<file path="config.mk">
export PLATFORM = sky130hd
export DESIGN_NAME = fp_min_seq
export DESIGN_NICKNAME = d
export VERILOG_FILES = /design/src/rtl/fp_min_seq.sv
export SDC_FILE = /design/constraint.sdc
export NUM_CORES = 1
export LEC_CHECK = 0
export ABC_AREA = 1
export CAP_MARGIN = 5
export CORE_MARGIN = 4
export CORE_UTILIZATION = 44
export DETAILED_ROUTE_END_ITERATION = 12
export HOLD_SLACK_MARGIN = 0.1
export PLACE_DENSITY = 0.7
export SLEW_MARGIN = 20
export SYNTH_ARGS = -nofsm -noshare
export SYNTH_HDL_FRONTEND = slang
export SYNTH_SLANG_ARGS = --single-unit
</file>
<file path="constraint.sdc">
create_clock -name clk -period 4.3 [get_ports clk]
set_input_delay 0.43 -clock clk [delete_from_list [all_inputs] [get_ports clk]]
set_output_delay 0.43 -clock clk [all_outputs]
set_load 0.005 [all_outputs]
</file>
<file path="src/rtl/fp_min_seq.sv">
`default_nettype none
// ============================================================================
// Module   : fp_min_seq
// Purpose  : Streams a programmed count of FP operands through one compare
//            datapath (zero-exponent flush) and returns their minimum.
// Revision : 1.0
// ============================================================================
module fp_min_seq #(
    parameter  int SIGN_W = 1,
    parameter  int EXPO_W = 8,
    parameter  int MANT_W = 23,
    parameter  int CNT_W  = 8,
    localparam int FP_W   = SIGN_W + EXPO_W + MANT_W
) (
    input  logic             clk,
    input  logic             rst_n,
    input  logic             start,
    input  logic [CNT_W-1:0] len,
    input  logic             abort,
    input  logic             in_valid,
    output logic             in_ready,
    input  logic [FP_W-1:0]  in_fp,
    output logic             out_valid,
    input  logic             out_ready,
    output logic [FP_W-1:0]  out_fp,
    output logic             out_zero,
    output logic             busy
);

    localparam int MAG_W = EXPO_W + MANT_W;

    typedef enum logic [1:0] {
        S_IDLE = 2'd0,
        S_RUN  = 2'd1,
        S_DONE = 2'd2
    } state_t;

    state_t            r_state;
    state_t            w_state_nxt;
    logic [CNT_W-1:0]  r_cnt;
    logic [FP_W-1:0]   r_acc;
    logic              r_have_acc;
    logic [FP_W-1:0]   r_out_fp;
    logic              r_out_zero;
    logic              w_load;
    logic              w_take;
    logic [FP_W-1:0]   w_flush;
    logic [FP_W-1:0]   w_new_acc;

    // Sign-magnitude strict less-than; both magnitudes zero means -0 == +0.
    function automatic logic fp_lt(input logic [FP_W-1:0] a, input logic [FP_W-1:0] b);
        logic             sa;
        logic             sb;
        logic [MAG_W-1:0] ma;
        logic [MAG_W-1:0] mb;
        sa = a[FP_W-1];
        sb = b[FP_W-1];
        ma = a[MAG_W-1:0];
        mb = b[MAG_W-1:0];
        if (ma == '0 && mb == '0) return 1'b0;
        if (sa != sb)             return sa;
        if (!sa)                  return (ma < mb);
        return (ma > mb);
    endfunction

    assign w_flush   = (in_fp[MAG_W-1:MANT_W] == '0)
                     ? {in_fp[FP_W-1 -: SIGN_W], {MAG_W{1'b0}}} : in_fp;
    assign w_new_acc = (!r_have_acc || fp_lt(w_flush, r_acc)) ? w_flush : r_acc;

    always_ff @(posedge clk or negedge rst_n) begin
        if (!rst_n) r_state <= S_IDLE;
        else        r_state <= w_state_nxt;
    end

    always_comb begin
        w_state_nxt = r_state;
        in_ready    = 1'b0;
        w_load      = 1'b0;
        w_take      = 1'b0;
        case (r_state)
            S_IDLE: begin
                if (start && len != '0) begin
                    w_load      = 1'b1;
                    w_state_nxt = S_RUN;
                end
            end
            S_RUN: begin
                in_ready = 1'b1;
                if (abort) begin
                    w_state_nxt = S_IDLE;
                end else if (in_valid) begin
                    w_take = 1'b1;
                    if (r_cnt == CNT_W'(1)) w_state_nxt = S_DONE;
                end
            end
            S_DONE: begin
                if (abort || out_ready) w_state_nxt = S_IDLE;
            end
            default: w_state_nxt = S_IDLE;
        endcase
    end

    always_ff @(posedge clk or negedge rst_n) begin
        if (!rst_n) begin
            r_cnt      <= '0;
            r_acc      <= '0;
            r_have_acc <= 1'b0;
            r_out_fp   <= '0;
            r_out_zero <= 1'b0;
        end else if (w_load) begin
            r_cnt      <= len;
            r_have_acc <= 1'b0;
        end else if (w_take) begin
            r_cnt      <= r_cnt - CNT_W'(1);
            r_acc      <= w_new_acc;
            r_have_acc <= 1'b1;
            // Result is captured on the final handshake so it is stable in DONE.
            if (r_cnt == CNT_W'(1)) begin
                r_out_fp   <= w_new_acc;
                r_out_zero <= (w_new_acc[MAG_W-1:MANT_W] == '0);
            end
        end
    end

    assign out_valid = (r_state == S_DONE);
    assign busy      = (r_state != S_IDLE);
    assign out_fp    = r_out_fp;
    assign out_zero  = r_out_zero;

endmodule
`default_nettype wire

</file>
Word level (Yosys, flattened, before mapping)

Cells that the tools add are included.

Bits in registers: 76
Input port bits: 46
Output and inout port bits: 36

$add $sub $neg: 1
$lt $le $gt $ge: 2
Equal/unequal tests: 8
Muxes and demuxes: 30
Bitwise logic cells: 1
Reductions and logical operators: 16

Operator list:

| operator                                         | number |
|---|---|
| logical NOT 31 bit                               | 2 |
| two-way mux 32 bit                               | 1 |
| > comparator 31 bit                              | 1 |
| < comparator 31 bit                              | 1 |
| two-way mux 31 bit                               | 1 |
| two-way mux 1 bit                                | 20 |
| logical NOT 8 bit                                | 2 |
| two-way mux 8 bit                                | 2 |
| two-way mux 2 bit                                | 5 |
| == test 8 x 1 -> 1 bit, second input constant    | 1 |
| nonzero test 8 bit                               | 1 |
| subtractor 8 x 1 -> 8 bit, second input constant | 1 |
| != test 3 bit, second input constant             | 2 |
| one-hot mux 2 bit (3 select lines)               | 1 |
| AND reduction 4 bit                              | 1 |
| nonzero test 2 bit                               | 2 |
| AND reduction 3 bit                              | 1 |
| == test 2 x 1 -> 1 bit, second input constant    | 1 |
| == test 2 bit, second input constant             | 1 |
| logical AND 1 bit                                | 2 |
| logical NOT 2 bit                                | 1 |
| logical OR 1 bit                                 | 2 |
| != test 2 x 1 -> 1 bit, second input constant    | 1 |
| != test 2 bit, second input constant             | 1 |
| other kinds (4)                                  | 4 |

Logic depth before layout (Yosys ltp)

Gate-level depths: netlist of run 1.

Word-level depth: 14
Depth in mapped cells: 25
Mapped depth without buffers: 23

Least setup slack after synthesis of run 1

OpenSTA, ideal clock, no wires.

Path type: input to register
Start point: input in_fp[30]
End point: register r_acc[11]
Arrival time: 2.768 ns
Data required time: 4.165 ns
Setup slack: 1.397 ns
Stages on the path: 18
Buffers on the path: 2
Cells stage by stage: nor2_1 nand3_1 nor2_1 clkbuf_1 nor2_1 ha_1 a21o_1 nor2_1 nand2_1 a21oi_1 nand2_2 a21oi_2 nand2_4 nand2_8 inv_4 buf_4 o21ai_0 o21ai_0

Longest elaborated chain between the ends: 9

RTL lines:

| element                | RTL line | source |
|---|---|---|
| from (decl)            | 22       | `input logic [FP_W-1:0] in_fp,` |
| logical NOT 8 bit      | 66       | `assign w_flush = (in_fp[MAG_W-1:MANT_W] == '0)` |
| two-way mux 31 bit (*) | 67       | `? {in_fp[FP_W-1 -: SIGN_W], {MAG_W{1'b0}}} : in_fp;` |
| < comparator 31 bit    | 62       | `if (!sa) return (ma < mb);` |
| two-way mux 1 bit      | 62       |  |
| two-way mux 1 bit      | 63       | `return (ma > mb);` |
| two-way mux 1 bit      | 62       |  |
| two-way mux 1 bit      | 61       | `if (sa != sb) return sa;` |
| logical OR 1 bit       | 68       | `assign w_new_acc = (!r_have_acc \|\| fp_lt(w_flush, r_acc)) ? w_flush : r_acc;` |
| two-way mux 32 bit (*) | 68       |  |
| to (signal assigned)   | 115      | `r_acc <= w_new_acc;` |
| to (decl)              | 41       | `logic [FP_W-1:0] r_acc;` |

Every way passes the cells marked *; elsewhere a longest branch is shown, timed or not.
A chain may end at the register's enable or synchronous reset.

Final worst setup path of run 1

Start point: input in_fp[30]
End point: register r_out_zero (netlist: out_zero)

Longest elaborated chain between the ends: 10

RTL lines:

| element                | RTL line | source |
|---|---|---|
| logical NOT 8 bit      | 66       |  |
| two-way mux 31 bit (*) | 67       |  |
| < comparator 31 bit    | 62       |  |
| two-way mux 1 bit      | 62       |  |
| two-way mux 1 bit      | 63       |  |
| two-way mux 1 bit      | 62       |  |
| two-way mux 1 bit      | 61       |  |
| logical OR 1 bit       | 68       |  |
| two-way mux 32 bit (*) | 68       |  |
| logical NOT 8 bit (*)  | 120      | `r_out_zero <= (w_new_acc[MAG_W-1:MANT_W] == '0);` |
| to (signal assigned)   | 120      |  |
| to (decl)              | 44       | `logic r_out_zero;` |

Marks and branches as above.

==> impl_metrics.toml, run 1 <==
[die]
dieArea_um2 = 11920
rows = 36
die_y_um = 109.2
ios = 82
start_util_pct = 45.67
coreArea_um2 = 9864
die_w_um = 109.2

[sta]
relSlewSlack_pct = 35.80
hold_viol_final = 0
tns_ns = 0
period_share_pct = 79.40
worst_pin_slew_ns = 0.9630
maxSlewViolCount = 0
fin_skew_ns = 0.004130
rsz0062_at_grt = "no"
clock.fmax_mhz = 292.9
setup_violations = 0
period_needed_ns = 3.414

[outcome]
status = "finished, final reports clean"

[cells_and_area]
final_nets = 753
final_core_util_pct = 56.44
synthToLayoutAreaGrowth_pct = 23.58
diodes = 0
final_cell_area_um2 = 5568
final_common_cell = "nand2_1"
layout.cells.non_filler = 812
final_cell_mix = "nand2_1 (168), inv_1 (89), clkdlybuf4s50_1 (80)"
drive_gt1_share_pct = 3.976

[yosys]
syn-cell-area_um2 = 4506
synthMuxAreaShare_pct = 0
synth_xor_area_share_pct = 0.5832
synth_simple_gate_area_share_pct = 23.80
syn-instance-count = 605
syn-num-nets = 684
synth_top_family_by_area = "simple AND/OR/NAND/NOR gates"
synth-compound-area-share_pct = 13.94
synth_cell_types = 31
yosys_warnings = 0
yosys.area_share.adder_pct = 9.164
synth_seq_cells = 76
ys_seq_area_share_pct = 42.21
synth_area_per_cell_um2 = 7.447

[place]
hpwl_mm = 7.758
gp_congestion = 0.8637
port_buffers = 81
placed_cells = 796
dpl_cell_area_um2 = 5379

[drt]
drt_first_pass_iters = 4
vias_per_cell = 4.985
drc = 0
drt_iter0_drc = 152
ant_nets = 0
wl_mm = 10.58
vias = 4048
wl_per_cell_um = 13.03

[cts]
clock_path_buffers = 2
htree_levels = 3
cts_resized = 0
cts_root_buf = "clkbuf_8"
cts_hold_buf = 0
cts_made_buffers = 9
clk_pin_slew_ns = 0.08
post_cts_buffers = 0
cts_tree = "done"
clk_latency_ns = 0.34
cts_sinks = 76

[power]
p_leak_nw = 2.717
powerDensity_nw_per_um2 = 549.4
max-vdd-ir-drop_uv = 328.1
p_total_w = 0.003059

[worst_setup_path]
cp_max_fo = 43
cpMostUsedCell = "nand2_1"
crit_required_ns = 4.54
cp_slowest_stage_delay_ns = 0.45
crit_arrival_ns = 3.65
critical-path-slowest-cell = "clkdlybuf4s50_1"
cp_top_family = "simple AND/OR/NAND/NOR gates"
critical_path_class = "in2reg"
start_kind = "input port"
critPathBufInv = 4
endpoint_kind = "register"

[job]
maxCapViolations = 0

[global_routing]
grt.overflow.total = 0
grt_max_degree = 77
grt_use_total_pct = 18.93
grt_pass1_wl_mm = 17.99
antenna_found_initial = 0
grt_pass1_vias = 3959

[min_path]
min-delay-path-class = "in2async"
registers in the layout (all words and copies together), names as in the netlist:
signal      flops
r_have_acc      1
r_acc          32
out_zero        1
out_fp         32
r_cnt           8
r_state         2
path summary, 6_finish.rpt:
kind	slack [ns]	depth (start not counted)	from	to
max	0.89	25	in_fp[30]	out_zero$_DFFE_PN0P_
min	0.21	1	rst_n	out_fp[23]$_DFFE_PN0P_
max reg2reg	1.69	17	r_acc[30]$_DFFE_PN0P_	out_zero$_DFFE_PN0P_
min reg2reg	0.49	2	out_fp[7]$_DFFE_PN0P_	out_fp[7]$_DFFE_PN0P_
max in group asynchronous	3.44	1	rst_n	r_acc[11]$_DFFE_PN0P_
min in group clk	0.49	2	out_fp[7]$_DFFE_PN0P_	out_fp[7]$_DFFE_PN0P_
per-stage QoR:
| step | hold slack (ns) | worst slack, ns |
|---|---|---|
| 3_3_place_gp | 0.4644 | 0.6111 |
| 3_5_place_dp | 0.4737 | 0.5438 |
| 6_report | 0.2144 | 0.8857 |
| 4_1_cts | 0.2728 | 0.9214 |
| 2_1_floorplan | 0.1344 | 1.397 |
| 5_1_grt | 0.3147 | 0.5502 |
power by group:
group	switching (W)	total, W	leakage, nW	internal (W)
registers	0.000187	0.00116	0.994	0.000978
logic	0.000781	0.00137	1.63	0.000590
clock network	0.000267	0.000523	0.0917	0.000257
total	0.00124	0.00306	2.72	0.00182
worst reg2reg max path, cell delays in order, from the launching register on:
cell and delay (ns):
dfrtp_1 0.40, inv_1 0.06, ha_1 0.29, nand2_1 0.07
nor2_1 0.16, nand4_1 0.19, nor2_1 0.15, nand3b_1 0.08
nand2_1 0.08, nand2_2 0.06, nand2_4 0.12, nand2_8 0.11
inv_4 0.34, nand2_1 0.15, nand3_1 0.12, nor2_1 0.05
nand2_1 0.05, nand2_1 0.04
metal layers:
metal	vias up	GRT usage [%]	part of all wire [%]
met2	87	31.05	47
met1	1865	24.47	46
li1	2079	-	-
met5	-	0	0
met4	0	7.658	2.0
met3	17	3.848	5.0
layout make-up:
type,instances,area (um2)
multi-input cells,412,2140
flip-flops and latches,76,1902
clock buffers,13,168.9
repair buffers,83,823.3
well taps,133,166.4
inverters,92,347.8
clock inverters,3,20.02
fillers,923,4297
synth_stat cells:
cell | n | area (um2)
a21o_1 | 2 | 15.01
a21oi_1 | 13 | 65.06
a21oi_2 | 1 | 8.760
a31oi_1 | 2 | 12.51
buf_4 | 4 | 30.03
buf_6 | 1 | 11.26
clkbuf_1 | 20 | 75.07
clkinv_1 | 1 | 3.750
dfrtp_1 | 76 | 1902
ha_1 | 33 | 412.9
inv_1 | 89 | 334.1
inv_2 | 1 | 3.750
inv_4 | 1 | 6.260
nand2_1 | 168 | 630.6
nand2_2 | 2 | 12.51
nand2_4 | 1 | 11.26
nand2_8 | 1 | 20.02
nand3_1 | 12 | 60.06
nand3b_1 | 2 | 15.01
nand4_1 | 12 | 75.07
nor2_1 | 47 | 176.4
nor2_2 | 2 | 12.51
nor3_1 | 3 | 15.01
nor4_1 | 7 | 43.79
o211ai_1 | 3 | 22.52
o21a_1 | 1 | 7.510
o21ai_0 | 53 | 265.3
o21ai_1 | 41 | 205.2
o221ai_1 | 2 | 17.52
o311ai_0 | 1 | 8.760
xor2_1 | 3 | 26.28
cell families after synthesis:
family                     Yosys count
and+or+nand+nor                    257
AOI/OAI and AO/OA                  119
buffers and inverters              117
DFF                                 76
adders and majority gates           33
xor gates and xnor gates             3
Note: power is estimated with default switching activity, not from simulation.
==> inputs of run 2 (changes only) <==
==> constraint.sdc (replaced) <==
create_clock -name clk -period 3.4 [get_ports clk]
set_input_delay 0.34 -clock clk [delete_from_list [all_inputs] [get_ports clk]]
set_output_delay 0.34 -clock clk [all_outputs]
set_load 0.005 [all_outputs]
==> impl_metrics.toml, run 2 (same netlist as run 1, synthesis figures left out) <==
[min_path]
min-delay-path-class = "in2async"

[worst_setup_path]
timing.critical_path.cells = "clkdlybuf4s50_1, nor2_1, nand3_1, nor2_2, buf_6, nor2_1, ha_1, a21oi_1, nand2_1, a21oi_1, nand2_1, nand2_1, nand2_2, a21oi_2, nand2_4, nand2_8, buf_4, nand2_1, o21ai_1, nand2_1, nor2_1, nand2_1, nand2_1"
ff2ff_setup_slack_ns = 0.91
reg2reg_to = "out_zero$_DFFE_PN0P_"
r2r_start = "r_acc[14]$_DFFE_PN0P_"
cp_slowest_stage_delay_ns = 0.45
endpoint_kind = "register"
start_kind = "input port"
cpMostUsedCell = "nand2_1"
critical-path-slowest-cell = "clkdlybuf4s50_1"
crit_arrival_ns = 3.45
cp_max_fo = 11
rr_worst_depth = 21
critical_path_class = "in2reg"
crit_required_ns = 3.69

[power]
max-vdd-ir-drop_uv = 388.7
internal-power_w = 0.002371
p_sw_share_pct = 39.79
powerDensity_nw_per_um2 = 691.7
switchingPower_w = 0.001567
p_clk_share_pct = 17.4
p_seq_share_pct = 37.5
p_leak_nw = 2.784
pwr-share-comb_pct = 45.1

[drt]
wl_per_cell_um = 12.97
vias = 4077
drt_iter0_drc = 194
drt_first_pass_iters = 4
vias_per_cell = 4.948
wl_mm = 10.69
ant_nets = 0
drc = 0

[sta]
finalWorstSetupSlack_ns = 0.2380
fin_hold_ws_ns = 0.1225
clock.fmax_mhz = 316.3
period_needed_ns = 3.162
hold_viol_final = 0
rsz0062_at_grt = "no"
worst_pin_slew_ns = 0.9536
relSlewSlack_pct = 36.43
period_share_pct = 93.00
maxSlewViolCount = 0
setup_violations = 0
fin_skew_ns = 0.007618

[cts]
clock_path_buffers = 2
cts_sinks = 76
cts_tree = "done"
clk_pin_slew_ns = 0.08
post_cts_buffers = 0
cts_hold_buf = 0
cts_root_buf = "clkbuf_8"
clk_latency_ns = 0.35
cts_made_buffers = 9
htree_levels = 3

[place]
gp_congestion = 0.9320
hpwl_mm = 8.036
port_buffers = 81
place_ws_ns = -0.1047

[cells_and_area]
final_common_cell = "nand2_1"
drive_gt1_share_pct = 5.789
nFillCells = 908
final_nets = 766
synthToLayoutAreaGrowth_pct = 26.35
diodes = 0
final_cell_mix = "nand2_1 (168), inv_1 (89), clkdlybuf4s50_1 (80)"
multi_input_area_um2 = 2142
ff_latch_area_um2 = 1902

[global_routing]
grt.overflow.total = 0
grt_use_total_pct = 18.70
grt_max_degree = 77
grt_pass1_vias = 3963
grt_pass1_wl_mm = 17.85
antenna_found_initial = 0

[die]
die_w_um = 109.2
dieArea_um2 = 11920
coreArea_um2 = 9864
ios = 82
start_util_pct = 45.67
rows = 36
die_y_um = 109.2

[outcome]
status = "finished, final reports clean"

[job]
maxCapViolations = 0
run 2: cell count changes in the layout (fill, tap and decap cells not counted):
cell | previous run | this run
inv_4 | 1 | 0
clkbuf_8 | 12 | 10
bufinv_16 | 0 | 1
inv_6 | 0 | 1
buf_12 | 0 | 1
nor2_2 | 2 | 3
buf_6 | 0 | 2
nor2_1 | 47 | 46
buf_4 | 3 | 13
run 2: worst max-delay path by stage:
stage	from	endpoint	slack, ns
3_5_place_dp	in_fp[29]	out_zero$_DFFE_PN0P_	-0.10
6_report	in_fp[30]	out_zero$_DFFE_PN0P_	0.24
5_1_grt	in_fp[30]	out_zero$_DFFE_PN0P_	0.002
2_1_floorplan	in_fp[30]	r_acc[11]$_DFFE_PN0P_	0.59
4_1_cts	in_fp[29]	out_zero$_DFFE_PN0P_	0.26
3_3_place_gp	in_fp[30]	out_zero$_DFFE_PN0P_	-0.03
run 2: timing repair:
item,4_1_cts,5_1_grt
resized for setup,0,4
hold endpoints to repair,0,0
setup endpoints to repair,0,3
run 2: cell type report:
| class | instances | share of cell area, % |
|---|---|---|
| Clock inverter | 4 | 0.8791 |
| Sequential cell | 76 | 33.41 |
| Clock buffer | 11 | 2.484 |
| Inverter | 92 | 6.154 |
| Tap cell | 133 | 2.923 |
| Multi-Input combinational cell | 412 | 37.63 |
| Timing Repair Buffer | 96 | 16.53 |
run 2: power groups by stage:
stage,Combinational (W),Clock [W],Sequential (W)
finish,0.00178,0.000686,0.00148
detailed placement,0.00178,0,0.00149
global route,0.00205,0.000736,0.00153
global placement,0.00172,0,0.00148
CTS,0.00179,0.000705,0.00147
floorplan,0.00117,0,0.00144
run 2: routing by layer:
metal  up-vias  part of all wire (%)  global-route usage (%)
met2        86                    48                   31.05
met5         -                     0                       0
met4         0                   2.0                   6.857
met1      1871                    45                   23.68
met3        22                   5.0                   4.559
li1       2098                     -                       -
run 2: critical path: cells and delay by family:
kind	cells	cell delay, ns
AOI/OAI and AO/OA	4	0.62
adders and majority gates	1	0.29
buffers and inverters	3	0.80
and+or+nand+nor	15	1.39
run 2: stage by stage:
step | setup TNS, ns | utilization [%] | total power [W] | area [um2] | instances
5_1_grt | 0 | 57.71 | 0.004314 | 5693 | 824
6_report | 0 | 57.71 | 0.003938 | 5693 | 824
3_3_place_gp | -0.04092 | 55.64 | 0.003195 | 5489 | 809
2_1_floorplan | 0 | - | 0.002616 | 4506 | 605
4_1_cts | 0 | 57.58 | 0.003966 | 5680 | 824
3_5_place_dp | -1.186 | 55.64 | 0.003262 | 5489 | 809
==> inputs of run 3 (changes only) <==
--- a/config.mk
+++ b/config.mk
@@ -10,6 +10,7 @@
 export CORE_MARGIN = 4
 export CORE_UTILIZATION = 44
 export DETAILED_ROUTE_END_ITERATION = 12
+export GPL_TIMING_DRIVEN = 0
 export HOLD_SLACK_MARGIN = 0.1
 export PLACE_DENSITY = 0.7
 export SLEW_MARGIN = 20
==> impl_metrics.toml, run 3 (same netlist as run 1, synthesis figures left out) <==
[sta]
relSlewSlack_pct = 61.99
rsz0062_at_grt = "yes"
setup_violations = 0
maxSlewViolCount = 0
hold_viol_final = 0
period_needed_ns = 3.252
worst_pin_slew_ns = 0.5702
fin_skew_ns = 0.01235
clock.fmax_mhz = 307.5
period_share_pct = 95.66
tns_ns = 0

[die]
rows = 36
die_y_um = 109.2
start_util_pct = 45.67
dieArea_um2 = 11920
ios = 82
die_w_um = 109.2
coreArea_um2 = 9864

[cells_and_area]
ff_latch_area_um2 = 1902
drive_gt1_share_pct = 6.638
final_nets = 783
final_cell_area_um2 = 5786
final_common_cell = "nand2_1"
nFillCells = 930
multi_input_area_um2 = 2175
layout.cells.non_filler = 841
diodes = 0
final_cell_mix = "nand2_1 (166), inv_1 (87), clkdlybuf4s50_1 (80)"
synthToLayoutAreaGrowth_pct = 28.41

[cts]
cts_tree = "done"
cts_root_buf = "clkbuf_8"
cts_made_buffers = 9
clk_latency_ns = 0.33
cts_sinks = 76
clk_pin_slew_ns = 0.08
htree_levels = 3
clock_path_buffers = 2

[outcome]
status = "finished, final reports clean"

[drt]
wl_mm = 11.55
drc = 0
vias = 4238
ant_nets = 0
drt_first_pass_iters = 4
wl_per_cell_um = 13.74
vias_per_cell = 5.039
drt_iter0_drc = 136

[worst_setup_path]
crit_required_ns = 3.58
r2r_start = "r_acc[30]$_DFFE_PN0P_"
cpMostUsedCell = "nand2_1"
critical-path-slowest-cell = "clkdlybuf4s50_1"
ff2ff_setup_slack_ns = 0.83
cp_max_fo = 10
timing.critical_path.cells = "clkdlybuf4s50_1, inv_1, nand4_1, nor2_4, buf_6, nor2_1, ha_1, nand2_1, nor2_2, buf_4, a21oi_1, nand2_1, nand2_1, nand2_2, a21oi_4, nand2_4, nand2_8, inv_4, buf_6, o21ai_0, o21ai_0"
rr_worst_depth = 16
critical_path_class = "in2reg"
crit_arrival_ns = 3.44
reg2reg_to = "r_acc[11]$_DFFE_PN0P_"
start_kind = "input port"
cp_slowest_stage_delay_ns = 0.44
endpoint_kind = "register"

[power]
max-vdd-ir-drop_uv = 334.0
internal-power_w = 0.002334
powerDensity_nw_per_um2 = 680.0
p_leak_nw = 2.807
p_sw_share_pct = 40.66
p_seq_share_pct = 37.6
pwr-share-comb_pct = 46.5
switchingPower_w = 0.001600
p_clk_share_pct = 15.9

[global_routing]
grt.overflow.total = 0
top_usage_layer = "met2"
grt_max_degree = 41
grt_pass1_wl_mm = 18.94
antenna_found_initial = 0
met3_usage_pct = 2.901
use_met2_pct = 32.19
met1_usage_pct = 26.92
grt_use_total_pct = 19.91
grt_pass1_vias = 4157

[place]
placed_cells = 820
gp_congestion = 0.9024
port_buffers = 81
dpl_cell_area_um2 = 5500
hpwl_mm = 8.626

[job]
maxCapViolations = 0

[min_path]
min-delay-path-class = "in2async"
[run 3: per-stage QoR]
step                      worst slack [ns]  hold slack (ns)  power, W  util, %
final                               0.1477           0.4853  0.003934    58.65
after global routing              -0.07651           0.5096  0.004298    58.65
after CTS                         0.003174           0.4911  0.003911    57.70
after detailed placement           -0.5194           0.3397  0.003272    55.76
after global placement             -0.7953           0.4654  0.003201    55.58
after floorplan                     0.5871          0.04441  0.002616        -
[run 3: critical path, delay by kind of cell]
family                   cells  cell delay (ns)
AO/OA/AOI/OAI                4             0.65
adder cells (fa/ha/maj)      1             0.29
buffers and inverters        6             1.04
AND/OR/NAND/NOR             10             1.11
[run 3: power groups by stage]
| stage | Combinational, W | Clock (W) | Sequential [W] |
|---|---|---|---|
| after floorplan | 0.00117 | 0 | 0.00144 |
| after global placement | 0.00172 | 0 | 0.00148 |
| after detailed placement | 0.00179 | 0 | 0.00149 |
| after CTS | 0.00180 | 0.000641 | 0.00147 |
| after global routing | 0.00210 | 0.000678 | 0.00152 |
| final | 0.00183 | 0.000627 | 0.00148 |
[run 3: how the worst max path moves through the flow]
stage               startpoint               endpoint  slack (ns)  depth (start not counted)
floorplan            in_fp[30]  r_acc[11]$_DFFE_PN0P_        0.59                         18
global placement         rst_n  out_fp[9]$_DFFE_PN0P_       -0.80                          1
detailed placement   in_fp[30]  r_acc[11]$_DFFE_PN0P_       -0.52                         22
CTS                  in_fp[30]  r_acc[11]$_DFFE_PN0P_       0.003                         22
global route         in_fp[25]   out_zero$_DFFE_PN0P_       -0.08                         26
finish               in_fp[26]  r_acc[11]$_DFFE_PN0P_        0.15                         21
[run 3: repair_timing]
| action | 4_1_cts | 5_1_grt |
|---|---|---|
| setup endpoints to repair | 48 | 63 |
| resized for setup | 3 | 24 |
| pin swaps | 0 | 6 |
| buffers inserted | 0 | 3 |
| hold endpoints to repair | 36 | 0 |
| cloned | 0 | 2 |
| hold buffers | 1 | 0 |
[run 3: final cells by class]
type / count / share of cell area [%]
Tap cell: 133 / 2.876
Clock buffer: 11 / 2.617
Clock inverter: 4 / 0.4325
Timing Repair Buffer: 88 / 15.14
Multi-Input combinational cell: 412 / 37.59
Sequential cell: 76 / 32.87
Buffer: 25 / 2.465
Inverter: 92 / 6.012
[run 3: routing by layer]
layer | part of all wire (%) | up-vias
met3 | 4.7 | 24
met5 | 0 | -
met1 | 45 | 1977
li1 | - | 2130
met2 | 47 | 107
met4 | 2.4 | 0
